### config.mk
export PLATFORM = sky130hd
export DESIGN_NAME = planificador_ultrasonido
export DESIGN_NICKNAME = d
export VERILOG_FILES = /design/src/rtl/planificador_ultrasonido_pkg.sv /design/src/rtl/planificador_ultrasonido_medidor_eco.sv /design/src/rtl/planificador_ultrasonido.sv
export SDC_FILE = /design/constraint.sdc
export NUM_CORES = 1
export LEC_CHECK = 0
export CORE_AREA = 2 2 106 108
export CTS_CLUSTER_SIZE = 25
export DETAILED_ROUTE_END_ITERATION = 8
export DIE_AREA = 0 0 108 110
export DONT_BUFFER_PORTS = 1
export PLACE_DENSITY = 0.58
export SYNTH_ARGS = -nofsm -noshare
export SYNTH_HDL_FRONTEND = slang
export SYNTH_SLANG_ARGS = --single-unit
### constraint.sdc
create_clock -name clk -period 2.3 [get_ports clk]
set_input_delay 0.23 -clock clk [delete_from_list [all_inputs] [get_ports clk]]
set_output_delay 0.23 -clock clk [all_outputs]
set_load 0.05 [all_outputs]
### src/rtl/planificador_ultrasonido_pkg.sv
// rtl/planificador_ultrasonido_pkg.sv - shared constants, state encoding and timing helpers
//
// Purpose: state encoding for the ultrasonic scheduler, the speed-of-sound and
// default clock constants, and the default timing values derived from them.
// Ports: none (package).
package planificador_ultrasonido_pkg;

  localparam int unsigned CLOCK_FREQ     = 50_000_000;
  localparam int unsigned SOUND_CM_PER_S = 34300;

  // Round trip: echo width covers twice the distance, so cycles/cm = f*2/c.
  function automatic int unsigned cycles_per_cm(input int unsigned clk_hz);
    longint unsigned num;
    num = longint'(clk_hz) * 64'd2;
    return int'(num / longint'(SOUND_CM_PER_S));
  endfunction

  localparam int unsigned DEF_TRIG_CYCLES    = CLOCK_FREQ / 100_000;  // 10 us
  localparam int unsigned DEF_TIMEOUT_CYCLES = (CLOCK_FREQ / 100) * 3; // 30 ms
  localparam int unsigned DEF_GUARD_CYCLES   = CLOCK_FREQ / 100;      // 10 ms

  typedef enum logic [2:0] {
    ST_IDLE,
    ST_TRIG,
    ST_WAIT_RISE,
    ST_MEASURE,
    ST_GUARD
  } state_t;

endpackage

### src/rtl/planificador_ultrasonido_medidor_eco.sv
// rtl/planificador_ultrasonido_medidor_eco.sv - echo edge detection, cm counter and timeout for one shot
//
// Purpose: measures the width of the selected (already synchronized) echo in cm.
// Ports:
//   clk, rst_n     clock, async active-low reset
//   i_clear        clear counters for a new shot (asserted the cycle before WAIT_RISE)
//   i_wait_rise    scheduler is waiting for the echo to rise
//   i_measure      scheduler is measuring the echo-high time
//   i_echo         synchronized echo of the selected sensor
//   o_rise         valid rising edge seen (not pre-empted by timeout)
//   o_done         echo fell while measuring
//   o_timeout      timeout reached without an echo fall in the same cycle
//   o_cm           measured distance, saturated at 255
module planificador_ultrasonido_medidor_eco #(
  parameter int unsigned CYCLES_PER_CM  = 4,
  parameter int unsigned TIMEOUT_CYCLES = 2000
) (
  input  logic       clk,
  input  logic       rst_n,
  input  logic       i_clear,
  input  logic       i_wait_rise,
  input  logic       i_measure,
  input  logic       i_echo,
  output logic       o_rise,
  output logic       o_done,
  output logic       o_timeout,
  output logic [7:0] o_cm
);

  localparam int SUB_W = (CYCLES_PER_CM > 1) ? $clog2(CYCLES_PER_CM) : 1;
  localparam int TO_W  = $clog2(TIMEOUT_CYCLES + 1);
  localparam logic [SUB_W-1:0] SUB_LAST = SUB_W'(CYCLES_PER_CM - 1);
  localparam logic [TO_W-1:0]  TO_LAST  = TO_W'(TIMEOUT_CYCLES - 1);

  logic [SUB_W-1:0] r_sub;
  logic [7:0]       r_cm;
  logic [TO_W-1:0]  r_to;
  logic             r_seen_low;

  logic w_active, w_rise, w_fall, w_to_hit, w_count;

  always_comb begin
    w_active = i_wait_rise | i_measure;
    // An echo already high when waiting starts is stale: it must be seen low first.
    w_rise   = i_wait_rise & i_echo & r_seen_low;
    w_fall   = i_measure & ~i_echo;
    w_to_hit = w_active & (r_to == TO_LAST);
    // The rising-edge cycle is itself the first echo-high cycle, counted from zero.
    w_count  = i_echo & (w_rise | i_measure);
  end

  assign o_rise    = w_rise & ~w_to_hit;
  assign o_done    = w_fall;
  assign o_timeout = w_to_hit & ~w_fall;
  assign o_cm      = r_cm;

  always_ff @(posedge clk or negedge rst_n) begin
    if (!rst_n) begin
      r_sub      <= '0;
      r_cm       <= '0;
      r_to       <= '0;
      r_seen_low <= 1'b0;
    end else if (i_clear) begin
      r_sub      <= '0;
      r_cm       <= '0;
      r_to       <= '0;
      r_seen_low <= 1'b0;
    end else begin
      if (w_active && !w_to_hit) begin
        r_to <= r_to + TO_W'(1);
      end
      if (i_wait_rise && !i_echo) begin
        r_seen_low <= 1'b1;
      end
      if (w_count) begin
        if (r_sub == SUB_LAST) begin
          r_sub <= '0;
          if (r_cm != 8'hFF) begin
            r_cm <= r_cm + 8'd1;
          end
        end else begin
          r_sub <= r_sub + SUB_W'(1);
        end
      end
    end
  end

endmodule

### src/rtl/planificador_ultrasonido.sv
// rtl/planificador_ultrasonido.sv - round-robin scheduler sharing one echo engine among N sensors
//
// Purpose: fires one sensor at a time, measures its echo in cm, then waits a
// guard interval before moving to the next sensor.
// Ports:
//   clk, rst_n          clock, async active-low reset
//   enable_i            run scheduling; dropping it lets the current shot finish
//   echo_i[N]           raw asynchronous echo inputs
//   trigger_o[N]        one-hot trigger of the selected sensor
//   dist_valid_o        one-cycle result strobe
//   dist_cm_o, dist_id_o  distance and sensor index of the last result (held)
//   timeout_o           strobe coincident with dist_valid_o on a timed-out shot
//   object_detected_o[N] per-sensor detection flag (held)
//   busy_o              scheduler not in IDLE
module planificador_ultrasonido
  import planificador_ultrasonido_pkg::*;
#(
  parameter int unsigned N_SENSORS         = 4,
  parameter int unsigned TRIG_CYCLES       = DEF_TRIG_CYCLES,
  parameter int unsigned CYCLES_PER_CM     = cycles_per_cm(CLOCK_FREQ),
  parameter int unsigned TIMEOUT_CYCLES    = DEF_TIMEOUT_CYCLES,
  parameter int unsigned GUARD_CYCLES      = DEF_GUARD_CYCLES,
  parameter int unsigned DIST_THRESHOLD_CM = 50
) (
  input  logic                 clk,
  input  logic                 rst_n,
  input  logic                 enable_i,
  input  logic [N_SENSORS-1:0] echo_i,
  output logic [N_SENSORS-1:0] trigger_o,
  output logic                 dist_valid_o,
  output logic [7:0]           dist_cm_o,
  output logic [2:0]           dist_id_o,
  output logic                 timeout_o,
  output logic [N_SENSORS-1:0] object_detected_o,
  output logic                 busy_o
);

  localparam int unsigned CNT_MAX = (TRIG_CYCLES > GUARD_CYCLES) ? TRIG_CYCLES : GUARD_CYCLES;
  localparam int CNT_W = $clog2(CNT_MAX + 1);
  localparam logic [CNT_W-1:0] TRIG_LAST  = CNT_W'(TRIG_CYCLES - 1);
  localparam logic [CNT_W-1:0] GUARD_LAST = CNT_W'(GUARD_CYCLES - 1);
  localparam logic [2:0]       PTR_LAST   = 3'(N_SENSORS - 1);
  localparam logic [7:0]       THRESH     = 8'(DIST_THRESHOLD_CM);

  state_t                 r_state, w_next;
  logic [CNT_W-1:0]       r_cnt;
  logic [2:0]             r_ptr;
  logic [N_SENSORS-1:0]   r_sync1, r_sync2;
  logic                   r_valid, r_timeout;
  logic [7:0]             r_cm;
  logic [2:0]             r_id;
  logic [N_SENSORS-1:0]   r_det;

  logic [N_SENSORS-1:0]   w_sel_onehot;
  logic                   w_echo_sel, w_trig_end, w_guard_end;
  logic                   w_rise, w_done, w_timeout;
  logic [7:0]             w_cm;

  always_comb begin
    w_sel_onehot = '0;
    w_echo_sel   = 1'b0;
    for (int i = 0; i < N_SENSORS; i++) begin
      if (r_ptr == 3'(i)) begin
        w_sel_onehot[i] = 1'b1;
        w_echo_sel      = r_sync2[i];
      end
    end
  end

  planificador_ultrasonido_medidor_eco #(
    .CYCLES_PER_CM (CYCLES_PER_CM),
    .TIMEOUT_CYCLES(TIMEOUT_CYCLES)
  ) u_medidor (
    .clk        (clk),
    .rst_n      (rst_n),
    .i_clear    (w_trig_end),
    .i_wait_rise(r_state == ST_WAIT_RISE),
    .i_measure  (r_state == ST_MEASURE),
    .i_echo     (w_echo_sel),
    .o_rise     (w_rise),
    .o_done     (w_done),
    .o_timeout  (w_timeout),
    .o_cm       (w_cm)
  );

  always_ff @(posedge clk or negedge rst_n) begin
    if (!rst_n) begin
      r_state <= ST_IDLE;
    end else begin
      r_state <= w_next;
    end
  end

  always_comb begin
    w_next      = r_state;
    w_trig_end  = (r_state == ST_TRIG)  && (r_cnt == TRIG_LAST);
    w_guard_end = (r_state == ST_GUARD) && (r_cnt == GUARD_LAST);
    // Combinational from the state register so an async reset drops it at once.
    trigger_o   = (r_state == ST_TRIG) ? w_sel_onehot : '0;
    busy_o      = (r_state != ST_IDLE);
    case (r_state)
      ST_IDLE:      if (enable_i) w_next = ST_TRIG;
      ST_TRIG:      if (w_trig_end) w_next = ST_WAIT_RISE;
      ST_WAIT_RISE: begin
        if (w_timeout)   w_next = ST_GUARD;
        else if (w_rise) w_next = ST_MEASURE;
      end
      ST_MEASURE:   if (w_done || w_timeout) w_next = ST_GUARD;
      ST_GUARD:     if (w_guard_end) w_next = enable_i ? ST_TRIG : ST_IDLE;
      default:      w_next = ST_IDLE;
    endcase
  end

  always_ff @(posedge clk or negedge rst_n) begin
    if (!rst_n) begin
      r_cnt   <= '0;
      r_ptr   <= '0;
      r_sync1 <= '0;
      r_sync2 <= '0;
    end else begin
      r_sync1 <= echo_i;
      r_sync2 <= r_sync1;
      if (r_state == ST_TRIG || r_state == ST_GUARD) begin
        r_cnt <= (w_trig_end || w_guard_end) ? '0 : r_cnt + CNT_W'(1);
      end else begin
        r_cnt <= '0;
      end
      if (w_guard_end) begin
        r_ptr <= (r_ptr == PTR_LAST) ? 3'd0 : r_ptr + 3'd1;
      end
    end
  end

  always_ff @(posedge clk or negedge rst_n) begin
    if (!rst_n) begin
      r_valid   <= 1'b0;
      r_timeout <= 1'b0;
      r_cm      <= '0;
      r_id      <= '0;
      r_det     <= '0;
    end else begin
      r_valid   <= 1'b0;
      r_timeout <= 1'b0;
      // The echo fall wins over a timeout reached in the same cycle (see o_timeout).
      if (w_done) begin
        r_valid <= 1'b1;
        r_cm    <= w_cm;
        r_id    <= r_ptr;
        r_det   <= (r_det & ~w_sel_onehot) | ((w_cm < THRESH) ? w_sel_onehot : '0);
      end else if (w_timeout) begin
        r_valid   <= 1'b1;
        r_timeout <= 1'b1;
        r_cm      <= 8'hFF;
        r_id      <= r_ptr;
        r_det     <= r_det & ~w_sel_onehot;
      end
    end
  end

  assign dist_valid_o      = r_valid;
  assign timeout_o         = r_timeout;
  assign dist_cm_o         = r_cm;
  assign dist_id_o         = r_id;
  assign object_detected_o = r_det;

endmodule

Yosys cells after proc, flatten, opt, wreduce, memory -nomap -nowiden. Index checks and enable logic that the tools add are counted.

Bits in registers: 92. Input bits: 7. Output and inout port bits: 22. Word-level logic and storage cells: 113.

$add $sub $neg: 5. Order comparisons: 1. Equal/unequal tests: 17. Multiplexer cells: 41. Bitwise operators: 15. Reductions and logical operators: 20.

Operators with widths (number): 8-bit 2-to-1 mux (6); 21-bit 2-to-1 mux (2); 19-bit 2-to-1 mux (2); 12-bit 2-to-1 mux (3); 3-bit 2-to-1 mux (9); 21-bit by 1-bit adder with 21-bit output (second input constant) (1); 21-bit == test (second input constant) (1); 19-bit by 1-bit adder with 19-bit output (second input constant) (1); 19-bit == test (second input constant) (1); 19-bit by 9-bit == test with 1-bit output (second input constant) (1); 4-bit 2-to-1 mux (4); 3-bit one-hot mux with 5 select lines (1); 1-bit 2-to-1 mux (14); 12-bit by 1-bit adder with 12-bit output (second input constant) (1); 12-bit == test (second input constant) (1); 3-bit by 2-bit == test with 1-bit output (second input constant) (4); 2-bit nonzero test (6); 8-bit by 1-bit adder with 8-bit output (second input constant) (1); 8-bit by 6-bit < comparator with 1-bit output (second input constant) (1); 2-bit inequality test (second input constant) (4); 8-bit inequality test (second input constant) (1); 1-bit AND (7); 3-bit by 1-bit == test with 1-bit output (second input constant) (2); 3-bit zero test (2); 14 further kinds (23).

Logic depth before layout (Yosys ltp). Gate-level depths: netlist of the first run.

Depth after elaboration: 12. Depth in mapped cells: 9. Depth with buffers taken out: 8.

Cells and area by module. Synthesis of the first run repeated with hierarchy kept, for this count alone.

Cells, all modules: 480. Area, all modules: 4618.2 um^2.

Modules (own cells, without submodules): planificador_ultrasonido_medidor_eco (instances 1, cells each 250, area an instance 2316.0 um^2, sequential area each 1051.0 um^2); planificador_ultrasonido (instances 1, cells each 230, area an instance 2302.2 um^2, sequential area each 1251.2 um^2).

Worst setup path after synthesis of the first run. No wires, ideal clock.

Kind: reg2reg. From: register u_medidor.r_to[16]. To: register r_id[2] (netlist: dist_id_o[2]). Setup time: 0.125 ns. Arrival: 2.371 ns. Data required time: 2.175 ns. Slack: -0.196 ns. Stages on the path, launching flop included: 7. Path buffers: 1. Clock period less this slack: 2.496 ns. Cells stage by stage: dfrtp_1 -> or4b_1 -> or4_1 -> or3_4 -> and2_1 -> buf_6 -> mux2_4.

Word-level cells in the longest chain between the ends: 4.

Ends and longest elaborated chain: start, declared (line planificador_ultrasonido_medidor_eco.sv:37) `logic [TO_W-1:0] r_to;`; start signal, assigned (line planificador_ultrasonido_medidor_eco.sv:70) `r_to <= r_to + TO_W'(1);`; 21-bit == test (line planificador_ultrasonido_medidor_eco.sv:47) `w_to_hit = w_active & (r_to == TO_LAST);`; 1-bit AND (line planificador_ultrasonido_medidor_eco.sv:47); 1-bit AND (line planificador_ultrasonido_medidor_eco.sv:54) `assign o_timeout = w_to_hit & ~w_fall;`; 2-bit nonzero test (no source line); end signal, assigned (line planificador_ultrasonido.sv:148) `r_id <= r_ptr;`; end signal, assigned (line planificador_ultrasonido.sv:154) `r_id <= r_ptr;`; end, declared (line planificador_ultrasonido.sv:51) `logic [2:0] r_id;`.

No other way between the ends. A chain may end at the register's enable or synchronous reset.

Worst setup path after layout of the first run.
From: register u_medidor.r_to[12]. To: register r_id[2] (netlist: dist_id_o[2]).

The elaborated chain is that of the path after synthesis.

==> results of run 1 <==
## cells in the mapped netlist, types with 2 or more instances
cell type | instances | area, µm²
dfrtp_1 | 92 | 2302
nor2_1 | 65 | 244.0
nand2_1 | 36 | 135.1
a21oi_1 | 30 | 150.1
o21ai_0 | 29 | 145.1
nand3_1 | 28 | 140.1
nand4_1 | 21 | 131.4
or4_1 | 18 | 135.1
xor2_1 | 15 | 131.4
clkbuf_1 | 14 | 52.55
inv_1 | 12 | 45.04
xnor2_1 | 11 | 96.34
ha_1 | 9 | 112.6
nor2b_1 | 9 | 56.30
or3_1 | 9 | 56.30
nor3_1 | 8 | 40.04
o22a_1 | 8 | 70.07
nand4b_1 | 7 | 61.31
o31ai_1 | 7 | 52.55
nand2b_1 | 6 | 37.54
o211ai_1 | 6 | 45.04
a21o_1 | 5 | 37.54
nor4_1 | 5 | 31.28
and2_1 | 4 | 25.02
and3_1 | 4 | 25.02
buf_2 | 4 | 20.02
o41ai_1 | 4 | 35.03
a211oi_1 | 2 | 15.01
a31oi_1 | 2 | 12.51
and4_1 | 2 | 17.52
mux2i_1 | 2 | 20.02
nand3b_1 | 2 | 15.01
o21ai_1 | 2 | 10.01
or2_2 | 2 | 12.51
or4b_1 | 2 | 20.02
or4b_2 | 2 | 20.02
## sequential cells by signal, indices dropped and copies added (netlist names), 4 cells and up, named ones only
register and flops:
dist_cm_o 8, r_cnt 19, r_sync1 4, r_sync2 4
u_medidor.o_cm 8, u_medidor.r_sub 12, u_medidor.r_to 21
## power breakdown
group          total [mW]  switching [mW]  internal [mW]  leakage, nW
sequential           1.73          0.0474           1.68         1.25
clock                1.24           0.593          0.642        0.113
combinational       0.291           0.125          0.166         1.22
## path summary, 6_finish.rpt
path	start	to	slack, ns	depth (start not counted)
setup / recovery	u_medidor.r_to[12]$_DFFE_PN0P_	dist_id_o[2]$_DFFE_PN0P_	-0.14	5
hold / removal	rst_n	u_medidor.r_sub[5]$_DFFE_PN0P_	-0.45	0
setup reg to reg	u_medidor.r_to[12]$_DFFE_PN0P_	dist_id_o[2]$_DFFE_PN0P_	-0.14	5
hold reg to reg	r_sync1[3]$_DFF_PN0_	r_sync2[3]$_DFF_PN0_	0.35	0
max in group asynchronous	rst_n	r_cnt[15]$_DFF_PN0_	2.59	0
min in group clk	enable_i	r_state[0]$_DFFE_PN0P_	0.16	3
## final cells by class
type | count | area share
Inverter | 13 | 0.008743
Timing Repair Buffer | 81 | 0.1204
Clock inverter | 6 | 0.01403
Multi-Input combinational cell | 381 | 0.4313
Timing Repair inverter | 1 | 0.0006100
Sequential cell | 92 | 0.3741
Clock buffer | 10 | 0.02237
Tap cell | 140 | 0.02847
## cells by family (layout without fill, tap and decap cells)
family / Yosys count / count (layout) / synth area share
xor gates and xnor gates: 26 / 26 / 0.04786
AOI/OAI and AO/OA: 105 / 105 / 0.1404
DFF: 92 / 92 / 0.4838
and+or+nand+nor: 236 / 237 / 0.2666
buffers and inverters: 32 / 111 / 0.02787
muxes: 4 / 4 / 0.009728
adders and majority gates: 9 / 9 / 0.02367
## worst reg2reg max path: stages, from the launching register on
cell     delay [ns]
dfrtp_1        0.40
or4b_4         0.52
or4_4          0.55
or3_4          0.40
and2_4         0.17
mux2_4         0.29
## cell usage in the layout (no fill, tap or decap), types with 6 or more instances in the layout
cell type	instances
o22a_1	8
xnor2_1	11
xor2_1	15
inv_1	9
buf_4	63
o21ai_0	20
or4_4	10
nand4_1	21
nand2_1	35
buf_6	6
clkbuf_8	10
nor2b_1	9
nand2b_1	6
nand3_1	27
o211ai_1	6
o21ai_1	6
a21oi_2	11
nand4b_1	7
nor2_1	64
or3_1	7
dfrtp_1	92
nor3_1	7
or4_1	8
a21oi_1	19
## metal layers
| layer | global-route usage | routed length, µm |
|---|---|---|
| met3 | 0.04762 | 442 |
| met4 | 0.06593 | 113 |
| met5 | 0 | 0 |
| met2 | 0.3419 | 5887 |
| met1 | 0.2807 | 5606 |
## what timing repair did
| item | in CTS | in global routing |
|---|---|---|
| pin swaps | 12 | 30 |
| hold endpoints to repair | 96 | 92 |
| setup endpoints to repair | 37 | 77 |
| gates cloned | 5 | 3 |
| gates resized for setup | 29 | 52 |
| setup buffers | 3 | 6 |
==> metrics.txt, run 1 <==
status=finished with violations; failing checks=negative hold slack, negative setup slack; crit path max-delay cell type=or4_4; Placed Cells=688; crit path capture type=flip-flop; first-pass GRT wire length=19,640 µm; CP bufs+invs=0; Final HPWL DP=7740 µm; synthesized flop and latch total=92; largest net degree at the start of global routing=93; Finished Layout Cells=724; clk buf depth=2; Die Y=110 µm; Fin. Hold Viols=92; Worst Hold Class=in2async; initial antenna violation count=0; fillers=920; CTS Root Cell=clkbuf_8; drt first pass iters=4; fmax=409.7 MHz; Reg clk slew, reported paths=0.09 ns; Post-Layout Inst Area=6153 µm²; post-synth cell types=56; drt drc=0; placed cell area=5409 µm²; register area share after synthesis=0.4838; Hold Worst Slack=-0.4459 ns; final setup margin=-0.1407 ns; VDD IR max=0.3918 mV; post-DR vias/cell=5.703; Pwr Total=3.258 mW; total grt overflow=0; # hold bufs at CTS=4; Layout Utilization=0.5752; Slew Limit Fails=0; layout net count=595; Synth Area per Inst=9.441 µm²; Die X=108 µm; cell count after synthesis=504; I/O pins=29; GRT Total Usage=0.2099; minimum clock period=2.441 ns; synth warn=0; final setup fails=17; top_reg_cell synth=dfrtp_1; Mapped Area=4758 µm²; CP delay by family, top=simple AND/OR/NAND/NOR gates; RSZ-0062 raised after global routing=true; gpl congestion=0.8649; starting density of the core=0.4448; share of cells above drive strength 1=0.2723; Slew Limit Headroom=0.6429; Area growth, synth to finish=29.32%; Pwr Density=529.4 nW/µm²; Clock Latency Late Sink=0.36 ns; Layout Skew=0.006581 ns; Worst Setup Path Type=reg2reg; vias in the first global route=3,991; Critical Path RT=2.55 ns; Reg area=2302 µm²; TritonCTS buffer count=9; worst-margin pin slew=0.5357 ns; die area=11,880 µm²; # H-tree levels=3; Antenna Nets Post-Route=0; Max stage delay on crit path=0.55 ns; Post-synth EDFFs=0; core area=10,700 µm²; PortBufs=0; Avg WL per Cell=16.64 µm; multi-input combinational cell area=2654 µm²; crit-path cells=or4b_4 > or4_4 > or3_4 > and2_4 > mux2_4; num rows=38; asr flop ratio synth=1.000; worst-path fanout max=5; Leak=2.583 nW; pre-CTS WS=-0.1959 ns; max-cap violations=0; Setup TNS=-1.150 ns; worst endpoint data arrival time=2.69 ns; Antenna Cells=0; CTS tree=done; DR vias=4,129; Critical Path Source Type=flip-flop; clock sinks=92; Tcrit/Tclk final=1.061; final WL=12,050 µm; Post-Syn Nets=520; Starting DRT DRC Count=211
(Power assumes the default switching activity.)
==> run 2: changes to the inputs <==
- CORE_AREA: 2 2 106 108 -> 2 2 105 107
- DIE_AREA: 0 0 108 110 -> 0 0 107 109
- PLACE_DENSITY: 0.58 -> 0.56
- SYNTH_HIERARCHICAL: unset -> 1
- clock period: 2.3 -> 2.85 ns (I/O delays scaled with it)
==> metrics.txt, run 2 <==
final WL=9764 µm; Post-synth EDFFs=0; CTS tree=done; Fin. Hold Viols=0; Slew Limit Fails=0; fmax=380.9 MHz; largest area contributor in the netlist=dfrtp_1; RSZ-0062 raised after global routing=true; Avg WL per Cell=15.16 µm; Largest regs=u_medidor/r_to: 21 flops, r_cnt: 19 flops, u_medidor/r_sub: 12 flops; I/O pins=29; die area=11,660 µm²; top cell type's share of synthesized area=0.4985; crit path capture type=flip-flop; total grt overflow=0; DR vias=3,494; post-synth cell types=57; Antenna Cells=0; multi-input combinational cell area=2247 µm²; minimum clock period=2.626 ns; Starting DRT DRC Count=215; Die X=107 µm; placed cell area=4833 µm²; Antenna Nets Post-Route=0; Layout Skew=0.01295 ns; commonest non-fill, non-tap cell in the layout=dfrtp_1; PortBufs=0; synth cell count leaders=dfrtp_1 (92), nor2_1 (78), nand2_1 (49); fillers=963; register area share after synthesis=0.4985; clk buf depth=2; Critical Path RT=3.11 ns; Reg area=2302 µm²; num rows=38; Largest register FFs=21; Clock Latency Late Sink=0.37 ns; final setup fails=0; Layout Utilization=0.4840; largest net degree at the start of global routing=93; setup bufs post-CTS=0; Leak=2.175 nW; VDD IR max=0.4026 mV; Die Y=109 µm; Slew Limit Headroom=0.5894; vias in the first global route=3,367; Mapped Area=4618 µm²; worst-path fanout max=12; post-DR vias/cell=5.425; Pwr Density=656.7 nW/µm²; Reg clk slew, reported paths=0.09 ns; cell count after synthesis=480; Largest Register=u_medidor/r_to; max-cap violations=0; Synth Area per Inst=9.621 µm²; synth warn=6; # H-tree levels=3; drt drc=0; Area growth, synth to finish=11.11%; asr flop ratio synth=1.000; most frequent cell after synthesis=dfrtp_1; worst-margin pin slew=0.6137 ns; Final HPWL DP=6731 µm; top_reg_cell synth=dfrtp_1; TritonCTS buffer count=9; CTS Root Cell=clkbuf_8; worst endpoint data arrival time=2.89 ns; top post-synthesis cells by area=dfrtp_1 (50%), nor2_1 (6.3%), xor2_1 (4.7%), nand2_1 (4.0%), nand3_1 (2.6%); core area=10,600 µm²; starting density of the core=0.4356; initial antenna violation count=0; drt first pass iters=5; Worst Setup Path Type=reg2reg; status=finished clean; most frequent cells in the layout=dfrtp_1 (92), nor2_1 (76), nand2_1 (48); clock sinks=92; synthesized flop and latch total=92; Critical Path Source Type=flip-flop; gpl congestion=0.7911; layout net count=515; GRT Total Usage=0.1820; Post-Syn Nets=496; Tcrit/Tclk final=0.9213; first-pass GRT wire length=16,760 µm; Worst Hold Class=in2reg; share of cells above drive strength 1=0.1052; Post-Layout Inst Area=5131 µm²
[run 2: cell types whose count changed in the layout (fill, tap and decap cells not counted), sizes merged, moves of 7 or more]
| cell | before | now |
|---|---|---|
| a21oi | 30 | 18 |
| nor3 | 8 | 18 |
| or3 | 10 | 3 |
| nand2 | 36 | 50 |
| buf | 74 | 13 |
| or4 | 18 | 3 |
| o21ai | 32 | 20 |
| nor2 | 65 | 79 |
| xor2 | 15 | 25 |
[run 2: metal layers]
| layer | GRT usage | share of wire | vias up | routed length (µm) |
|---|---|---|---|---|
| li1 | - | - | 1743 | - |
| met1 | 0.2500 | 0.48 | 1674 | 4684 |
| met2 | 0.2907 | 0.47 | 66 | 4563 |
| met3 | 0.04065 | 0.040 | 11 | 387 |
| met4 | 0.05288 | 0.013 | 0 | 128 |
| met5 | 0 | 0 | - | 0 |
[run 2: critical path, cell delays in order, from the launching register on]
cell and delay, ns:
dfrtp_1 0.44, or4b_1 0.59, nor3_4 0.20, nand4_1 0.13, nor2_2 0.16, inv_2 0.15, o21ai_4 0.10, buf_4 0.17
nand2_1 0.09, or4_1 0.41, o31ai_1 0.09
[run 2: per-stage QoR]
stage               setup slack [ns]  instances  hold slack, ns  setup TNS (ns)  power, mW
finish                        0.2243        644          0.1762               0      3.370
global route                0.001618        644          0.1957               0      3.588
CTS                           0.1081        644          0.1653               0      3.395
detailed placement        -0.0003022        622       -0.008637      -0.0003022      2.454
global placement              0.1868        622       -0.008679               0      2.445
floorplan                     0.3294        480        -0.01059               0      2.258
[run 2: path summary, 6_finish.rpt]
kind	start	endpoint	slack, ns	cells past startpoint
min in group asynchronous	rst_n	dist_valid_o$_DFF_PN0_	0.51	2
worst min register to register	r_sync1[1]$_DFF_PN0_	r_sync2[1]$_DFF_PN0_	0.35	0
worst max register to register	r_cnt[12]$_DFF_PN0_	u_medidor/r_sub[9]$_DFFE_PN0P_	0.22	10
max in group asynchronous	rst_n	u_medidor/r_sub[6]$_DFFE_PN0P_	1.99	2
worst min-delay path	enable_i	r_state[0]$_DFFE_PN0P_	0.18	3
worst max-delay path	r_cnt[12]$_DFF_PN0_	u_medidor/r_sub[9]$_DFFE_PN0P_	0.22	10
[run 2: logic make-up (layout without fill, tap and decap cells)]
kind of cell / after synthesis / in the layout / share of synthesized area
multiplexers: 8 / 8 / 0.01788
buffers and inverters: 20 / 44 / 0.01951
adder cells (fa/ha/maj): 9 / 9 / 0.02438
flip-flops: 92 / 92 / 0.4985
AO/OA/AOI/OAI: 69 / 69 / 0.09916
AND/OR/NAND/NOR: 245 / 245 / 0.2704
XOR/XNOR: 37 / 37 / 0.07017
[run 2: power breakdown]
part	internal (mW)	switching, mW	total (mW)	leakage, nW
Combinational	0.307	0.516	0.823	0.862
Clock	0.433	0.463	0.896	0.0999
Sequential	1.43	0.219	1.65	1.21
Total	2.17	1.20	3.37	2.18
[run 2: cell type report]
cell class / count / share of cell area
inverter: 10 / 0.007315
timing repair buffer: 18 / 0.03268
tap: 140 / 0.03414
multi-input combinational: 368 / 0.4379
sequential: 92 / 0.4487
clock buffer: 11 / 0.02755
clock inverter: 5 / 0.01170
[run 2: repair_timing]
action | 4_1_cts | 5_1_grt
hold buffers | 6 | 0
pin swaps | 0 | 0
endpoints found under the setup margin | 1 | 9
gates cloned | 0 | 0
hold endpoints to repair | 96 | 0
gates resized for setup | 1 | 5
